File: src/rtl/clk_div_phase_gen_if.sv
// Control/status bundle for clk_div_phase_gen: run request, reconfiguration
// handshake and the generated clock/strobe/lock outputs.
interface clk_div_phase_gen_if #(
    parameter int CNT_W = 8
);
    logic             en;
    logic             cfg_valid;
    logic             cfg_ready;
    logic [CNT_W-1:0] cfg_divide;
    logic [CNT_W-1:0] cfg_phase;
    logic             clk_out;
    logic             tick;
    logic             locked;

    modport master (
        output en, cfg_valid, cfg_divide, cfg_phase,
        input  cfg_ready, clk_out, tick, locked
    );

    modport slave (
        input  en, cfg_valid, cfg_divide, cfg_phase,
        output cfg_ready, clk_out, tick, locked
    );
endinterface

File: src/rtl/clk_div_phase_gen.sv
// Fabric divided-clock generator with programmable divide/phase, tick strobe
// and lock flag. Define CLKDIV_LOCK_EN to require LOCK_CYCLES periods before lock.
module clk_div_phase_gen #(
    parameter int CNT_W       = 8,
    parameter int DIVIDE      = 12,
    parameter int PHASE       = 3,
    parameter int LOCK_CYCLES = 4
) (
    input  logic                 clk,
    input  logic                 rst,
    clk_div_phase_gen_if.slave   bus
);
    typedef enum logic [1:0] {ST_STOP, ST_DELAY, ST_RUN} state_t;

    localparam int D_RST_I = (DIVIDE < 2) ? 2 : DIVIDE;
    localparam int P_RST_I = (PHASE > D_RST_I - 1) ? D_RST_I - 1 : PHASE;
    localparam logic [CNT_W-1:0] D_RST = CNT_W'(D_RST_I);
    localparam logic [CNT_W-1:0] P_RST = CNT_W'(P_RST_I);
    localparam logic [CNT_W-1:0] ONE   = CNT_W'(1);
    localparam logic [CNT_W-1:0] TWO   = CNT_W'(2);

    if (CNT_W < 2 || LOCK_CYCLES < 1) begin : g_param_check
        $error("clk_div_phase_gen: CNT_W must be >= 2 and LOCK_CYCLES >= 1");
    end

    state_t           state_q, state_d;
    logic [CNT_W-1:0] div_q, div_d, ph_q, ph_d;
    logic [CNT_W-1:0] cnt_q, cnt_d, dcnt_q, dcnt_d;
    logic [CNT_W-1:0] new_div, new_ph;
    logic             clk_out_q, clk_out_d, tick_q, tick_d, locked_q, locked_d;
    logic             period_end, cfg_ready, accept;
`ifdef CLKDIV_LOCK_EN
    localparam int PC_W = $clog2(LOCK_CYCLES + 1);
    localparam logic [PC_W-1:0] PC_MAX = PC_W'(LOCK_CYCLES);
    logic [PC_W-1:0]  pcnt_q, pcnt_d;
`endif

    assign period_end = (state_q == ST_RUN) && (cnt_q == div_q - ONE);
    assign cfg_ready  = (state_q == ST_STOP) || period_end;
    assign accept     = bus.cfg_valid && cfg_ready;
    // New phase is clamped against the divide being loaded alongside it.
    assign new_div    = (bus.cfg_divide < TWO) ? TWO : bus.cfg_divide;
    assign new_ph     = (bus.cfg_phase > new_div - ONE) ? new_div - ONE : bus.cfg_phase;

    always_comb begin
        state_d = state_q;
        div_d   = div_q;
        ph_d    = ph_q;
        cnt_d   = cnt_q;
        dcnt_d  = dcnt_q;
`ifdef CLKDIV_LOCK_EN
        pcnt_d  = pcnt_q;
`endif
        if (accept) begin
            div_d = new_div;
            ph_d  = new_ph;
        end
        case (state_q)
            ST_STOP: begin
                if (bus.en) begin
                    if (ph_d == '0) begin
                        state_d = ST_RUN;
                        cnt_d   = '0;
                    end else begin
                        state_d = ST_DELAY;
                        dcnt_d  = '0;
                    end
                end
            end
            ST_DELAY: begin
                if (!bus.en) begin
                    state_d = ST_STOP;
                end else if (dcnt_q == ph_q - ONE) begin
                    state_d = ST_RUN;
                    cnt_d   = '0;
                end else begin
                    dcnt_d = dcnt_q + ONE;
                end
            end
            ST_RUN: begin
                if (period_end) begin
`ifdef CLKDIV_LOCK_EN
                    if (pcnt_q != PC_MAX) pcnt_d = pcnt_q + PC_W'(1);
`endif
                    // Disable and reconfiguration only act at the period boundary.
                    if (!bus.en) begin
                        state_d = ST_STOP;
                    end else if (accept) begin
`ifdef CLKDIV_LOCK_EN
                        pcnt_d = '0;
`endif
                        if (new_ph == '0) begin
                            cnt_d = '0;
                        end else begin
                            state_d = ST_DELAY;
                            dcnt_d  = '0;
                        end
                    end else begin
                        cnt_d = '0;
                    end
                end else begin
                    cnt_d = cnt_q + ONE;
                end
            end
            default: state_d = ST_STOP;
        endcase
`ifdef CLKDIV_LOCK_EN
        if (state_d != ST_RUN) pcnt_d = '0;
`endif
        // Outputs are registered from next state so they align with it.
        clk_out_d = (state_d == ST_RUN) && (cnt_d < (div_d >> 1));
        tick_d    = (state_d == ST_RUN) && (cnt_d == '0);
`ifdef CLKDIV_LOCK_EN
        locked_d  = (state_d == ST_RUN) && (pcnt_d == PC_MAX);
`else
        locked_d  = (state_d == ST_RUN);
`endif
    end

    always_ff @(posedge clk or posedge rst) begin
        if (rst) begin
            state_q   <= ST_STOP;
            div_q     <= D_RST;
            ph_q      <= P_RST;
            cnt_q     <= '0;
            dcnt_q    <= '0;
            clk_out_q <= 1'b0;
            tick_q    <= 1'b0;
            locked_q  <= 1'b0;
`ifdef CLKDIV_LOCK_EN
            pcnt_q    <= '0;
`endif
        end else begin
            state_q   <= state_d;
            div_q     <= div_d;
            ph_q      <= ph_d;
            cnt_q     <= cnt_d;
            dcnt_q    <= dcnt_d;
            clk_out_q <= clk_out_d;
            tick_q    <= tick_d;
            locked_q  <= locked_d;
`ifdef CLKDIV_LOCK_EN
            pcnt_q    <= pcnt_d;
`endif
        end
    end

    assign bus.cfg_ready = cfg_ready;
    assign bus.clk_out   = clk_out_q;
    assign bus.tick      = tick_q;
    assign bus.locked    = locked_q;
endmodule

File: src/flat_wrapper.sv
// flat-port wrapper written by rule: the top's interface ports become plain ports
module clk_div_phase_gen_flat 
#(
    parameter int CNT_W       = 8,
    parameter int DIVIDE      = 12,
    parameter int PHASE       = 3,
    parameter int LOCK_CYCLES = 4
)
  (clk, rst, bus_en, bus_cfg_valid, bus_cfg_divide, bus_cfg_phase, bus_cfg_ready, bus_clk_out, bus_tick, bus_locked);
  clk_div_phase_gen_if #(.CNT_W(CNT_W)) bus_i ();
  input  logic clk;
  input  logic rst;
  input wire logic [$bits(bus_i.en)-1:0] bus_en;
  input wire logic [$bits(bus_i.cfg_valid)-1:0] bus_cfg_valid;
  input wire logic [$bits(bus_i.cfg_divide)-1:0] bus_cfg_divide;
  input wire logic [$bits(bus_i.cfg_phase)-1:0] bus_cfg_phase;
  output wire logic [$bits(bus_i.cfg_ready)-1:0] bus_cfg_ready;
  output wire logic [$bits(bus_i.clk_out)-1:0] bus_clk_out;
  output wire logic [$bits(bus_i.tick)-1:0] bus_tick;
  output wire logic [$bits(bus_i.locked)-1:0] bus_locked;
  assign bus_i.en = bus_en;
  assign bus_i.cfg_valid = bus_cfg_valid;
  assign bus_i.cfg_divide = bus_cfg_divide;
  assign bus_i.cfg_phase = bus_cfg_phase;
  assign bus_cfg_ready = bus_i.cfg_ready;
  assign bus_clk_out = bus_i.clk_out;
  assign bus_tick = bus_i.tick;
  assign bus_locked = bus_i.locked;
  clk_div_phase_gen #(.CNT_W(CNT_W), .DIVIDE(DIVIDE), .PHASE(PHASE), .LOCK_CYCLES(LOCK_CYCLES)) u_core (.clk(clk), .rst(rst), .bus(bus_i));
endmodule
File: config.mk
export PLATFORM = sky130hd
export DESIGN_NAME = clk_div_phase_gen_flat
export DESIGN_NICKNAME = d
export VERILOG_FILES = /design/src/rtl/clk_div_phase_gen_if.sv /design/src/rtl/clk_div_phase_gen.sv /design/src/flat_wrapper.sv
export SDC_FILE = /design/constraint.sdc
export NUM_CORES = 1
export LEC_CHECK = 0
export ABC_AREA = 1
export CORE_ASPECT_RATIO = 2
export CORE_MARGIN = 5
export CORE_UTILIZATION = 42
export DETAILED_ROUTE_END_ITERATION = 12
export PLACE_DENSITY_LB_ADDON = 0.2
export SYNTH_ARGS = -nofsm -noshare
export SYNTH_HDL_FRONTEND = slang
export SYNTH_SLANG_ARGS = --single-unit
File: constraint.sdc
create_clock -name clk -period 4.95 [get_ports clk]
set_input_delay 0.99 -clock clk [delete_from_list [all_inputs] [get_ports clk]]
set_output_delay 0.99 -clock clk [all_outputs]
set_load 0.005 [all_outputs]
==> impl_results.md <==
- Clock Latency Late Sink: 0.29 ns
- Iteration-0 DRC Markers: 197
- Area fraction in compound gates after synthesis: 8.47%
- Number of synthesis warnings: 0
- Register-to-Register Setup Slack: 1.35 ns
- Placer Congestion: 0.896
- Clock Pin Slew Worst Setup and Hold Paths: 0.05 ns
- Post-synthesis mux area share: 0%
- Number of synthesized flops with an enable pin: 0
- Largest family of logic cells by synthesized area: simple AND/OR/NAND/NOR gates
- Post-synth top flop: dfrtp_1
- Synth Area in XOR/XNOR: 5.85%
- Worst Hold Class: register to register
- CP startpoint kind: input port
- Ant diodes: 0
- Reg power frac: 34.2%
- Leakage power total: 2.21 nW
- Yosys reg bits: 37
- Yosys top cell by area: dfrtp_1
- Worst vdd ir: 0.150 mV
- Seq. cell area: 931 sq um
- Placement Setup Slack: -0.494 ns
- Clk_skew: 0.00158 ns
- Status: finished, final reports clean
- Post-Syn Nets: 538
- Num Clock Sinks: 37
- Starting utilization of the core area: 43.0%
- Data required, critical path: 5.16 ns
- Cell count after synthesis: 499
- # DRC: 0
- Crit path top cell by count: nand2_1
- Vias in the first global route: 3282
- Row count: 45
- Psw: 0.452 mW
- Final slew viol count: 0
- Number of CTS-inserted buffers: 5
- Finished Core Util: 56.1%
- HPWL Detailed: 7120 microns
- CTS tree: done
- Worst setup EP type: register
- # IOs: 24
- Die footprint: 9830 sq um
- Final Hold Fails: 0
- Slew headroom: 64.3%
- Overall Global Routing Usage: 19.0%
- Setup ws final: 0.206 ns
- Nets: 610
- Max Cap Viol: 0
- Tmin final: 4.74 ns
- Via count: 3357
- Die height: 135 microns
- Routed vias/inst: 5.04
- Placed Instance Area: 3910 sq um
- Initial antenna violation count: 0
- Layout area overhead: 30.3%
- Internal power: 0.746 mW
- Period utilisation layout: 95.8%
- Area of the multi-input gates: 2150 sq um
- Filler cells: 773
- Hold buffer count at cts: 0
- Clock power frac: 25.9%
- Clock Path Buffers: 2
- Cell with the most instances after synthesis: nand2_1
- Die W: 72.6 microns
- Post-Route WL: 9010 microns
- Layout cells sized above 1: 22.0%
- CORE AREA: 7660 sq um
- 1st-pass router iterations: 4
- Final setup violating endpoints: 0
- Switching part of the total: 37.8%
- Yosys top cell area share: 25.1%
- Synth Area in Simple Gates: 39.3%
- Cell area after synthesis: 3300 sq um
- Slowest cell on crit path: clkdlybuf4s50_1
- Final Cell Area: 4300 sq um
- # H-tree levels: 2
- Pin count of the biggest net entering global routing: 38
- Wirelength per Cell: 13.5 microns
- Worst-path maximum fanout: 8
- Peak Freq: 0.211 GHz
- Post-synth top cells: nand2_1, inv_1, nand3_1, nor2_1, dfrtp_1
- Synthesized area per cell: 6.60 sq um
- Synth area leaders: dfrtp_1, nand2_1, inv_1
- ANT nets after route: 0
- Worst-Margin Slew: 0.531 ns
- Power per cell area: 279 nW/um^2
- First-pass GRT wire length: 14500 microns
- Count of cell types in the netlist: 40
- Comb power frac: 39.9%
- Adder-cell area share of the yosys netlist: 7.21%
- Crit Path Category: input port to register
- Sequential cell area fraction in the yosys report: 28.2%
- Buffers on Ports: 23
- Crit path largest cell delay: 0.45 ns
- Ys async rst share: 100%
- CTS root buffer: clkbuf_16
- Crit path DAT: 4.96 ns
- Gr ovfl total: 0
per-stage QoR:
stage	total power, mW	TNS, ns	std cells	hold WS [ns]
final	1.20	0	666	0.534
after global routing	1.29	-0.0667	666	0.601
after CTS	1.17	0	658	0.534
after detailed placement	0.856	-2.41	649	0.520
after global placement	0.847	-1.14	649	0.491
after floorplan	0.704	0	499	0.474
power by group through the flow:
stage | clock, mW | combinational (mW) | sequential [mW]
final | 0.310 | 0.478 | 0.410
after global routing | 0.332 | 0.540 | 0.418
after CTS | 0.316 | 0.450 | 0.409
after detailed placement | 0 | 0.442 | 0.414
after global placement | 0 | 0.435 | 0.412
after floorplan | 0 | 0.314 | 0.391
routing by layer:
| layer | up-vias | share of wire, % | GRT usage (%) | routed length [microns] |
|---|---|---|---|---|
| li1 | 1729 | - | - | - |
| met5 | - | 0 | 0 | 0 |
| met1 | 1525 | 36 | 19.2 | 3250 |
| met3 | 30 | 3.3 | 2.38 | 295 |
| met2 | 73 | 56 | 35.0 | 5010 |
| met4 | 0 | 5.0 | 12.6 | 454 |
cells by family (layout without fill, tap and decap cells):
| family | after synthesis | after routing |
|---|---|---|
| simple gates | 281 | 281 |
| buf+inv | 91 | 164 |
| compound gates | 49 | 49 |
| flops | 37 | 37 |
| xor+xnor | 22 | 22 |
| fa+ha+maj | 19 | 19 |
critical path, delay by kind of cell:
kind	cells	cell delay, ns
AO/OA/AOI/OAI	2	0.17
adder cells (fa/ha/maj)	3	0.81
buffers and inverters	6	0.83
AND/OR/NAND/NOR	20	2.16
cells in the final DEF (no fill, tap or decap), types with 3 or more instances in the layout:
cell type | Yosys | layout
buf_4 | 0 | 45
xnor2_1 | 7 | 7
nor2_1 | 46 | 40
nand2_4 | 3 | 5
clkbuf_16 | 0 | 6
dfstp_2 | 4 | 4
xor2_1 | 15 | 14
dlymetal6s2s_1 | 0 | 6
inv_1 | 78 | 73
nand2_2 | 8 | 18
nand2_1 | 134 | 122
ha_1 | 19 | 16
nor2_4 | 3 | 5
nor2_2 | 3 | 7
clkdlybuf4s50_1 | 0 | 17
or2_2 | 5 | 5
dfrtp_1 | 33 | 33
a21oi_1 | 14 | 13
inv_2 | 5 | 9
nand4_1 | 9 | 9
nor3_1 | 9 | 8
clkbuf_1 | 1 | 3
o21ai_2 | 1 | 4
o21ai_1 | 3 | 6
nand3_1 | 51 | 47
nand3_2 | 0 | 4
o21ai_0 | 23 | 16
worst paths after layout:
kind / from / to / depth (start not counted)
max reg2reg: u_core.div_q[0]$_DFFE_PP0P_ / u_core.bus.clk_out$_DFF_PP0_ / 21
min reg2reg: u_core.div_q[0]$_DFFE_PP0P_ / u_core.div_q[0]$_DFFE_PP0P_ / 2
max: bus_cfg_divide[1] / u_core.bus.clk_out$_DFF_PP0_ / 31
min: u_core.div_q[0]$_DFFE_PP0P_ / u_core.div_q[0]$_DFFE_PP0P_ / 2
min in group asynchronous: rst / u_core.ph_q[6]$_DFF_PP0_ / 3
max in group asynchronous: rst / u_core.div_q[3]$_DFF_PP1_ / 3
registers in the layout, indices dropped and copies added (netlist names):
register,count
u_core.cnt_q,8
u_core.dcnt_q,8
u_core.div_q,8
u_core.ph_q,8
u_core.state_q,2
u_core.bus.clk_out,1
u_core.bus.locked,1
u_core.bus.tick,1
cell type report:
cell class / count / share of cell area [%]
Clock buffer: 8 / 3.18
Tap cell: 94 / 2.74
Timing Repair Buffer: 70 / 14.6
Sequential cell: 37 / 21.7
Inverter: 86 / 7.63
Multi-Input combinational cell: 371 / 50.2
repair_timing:
item / CTS / global route
pin swaps: 1 / 26
endpoints found under the setup margin: 1 / 8
gates cloned: 0 / 1
gates resized for setup: 9 / 48
setup buffers: 1 / 7
No activity file was read; power rests on OpenSTA's default activity.
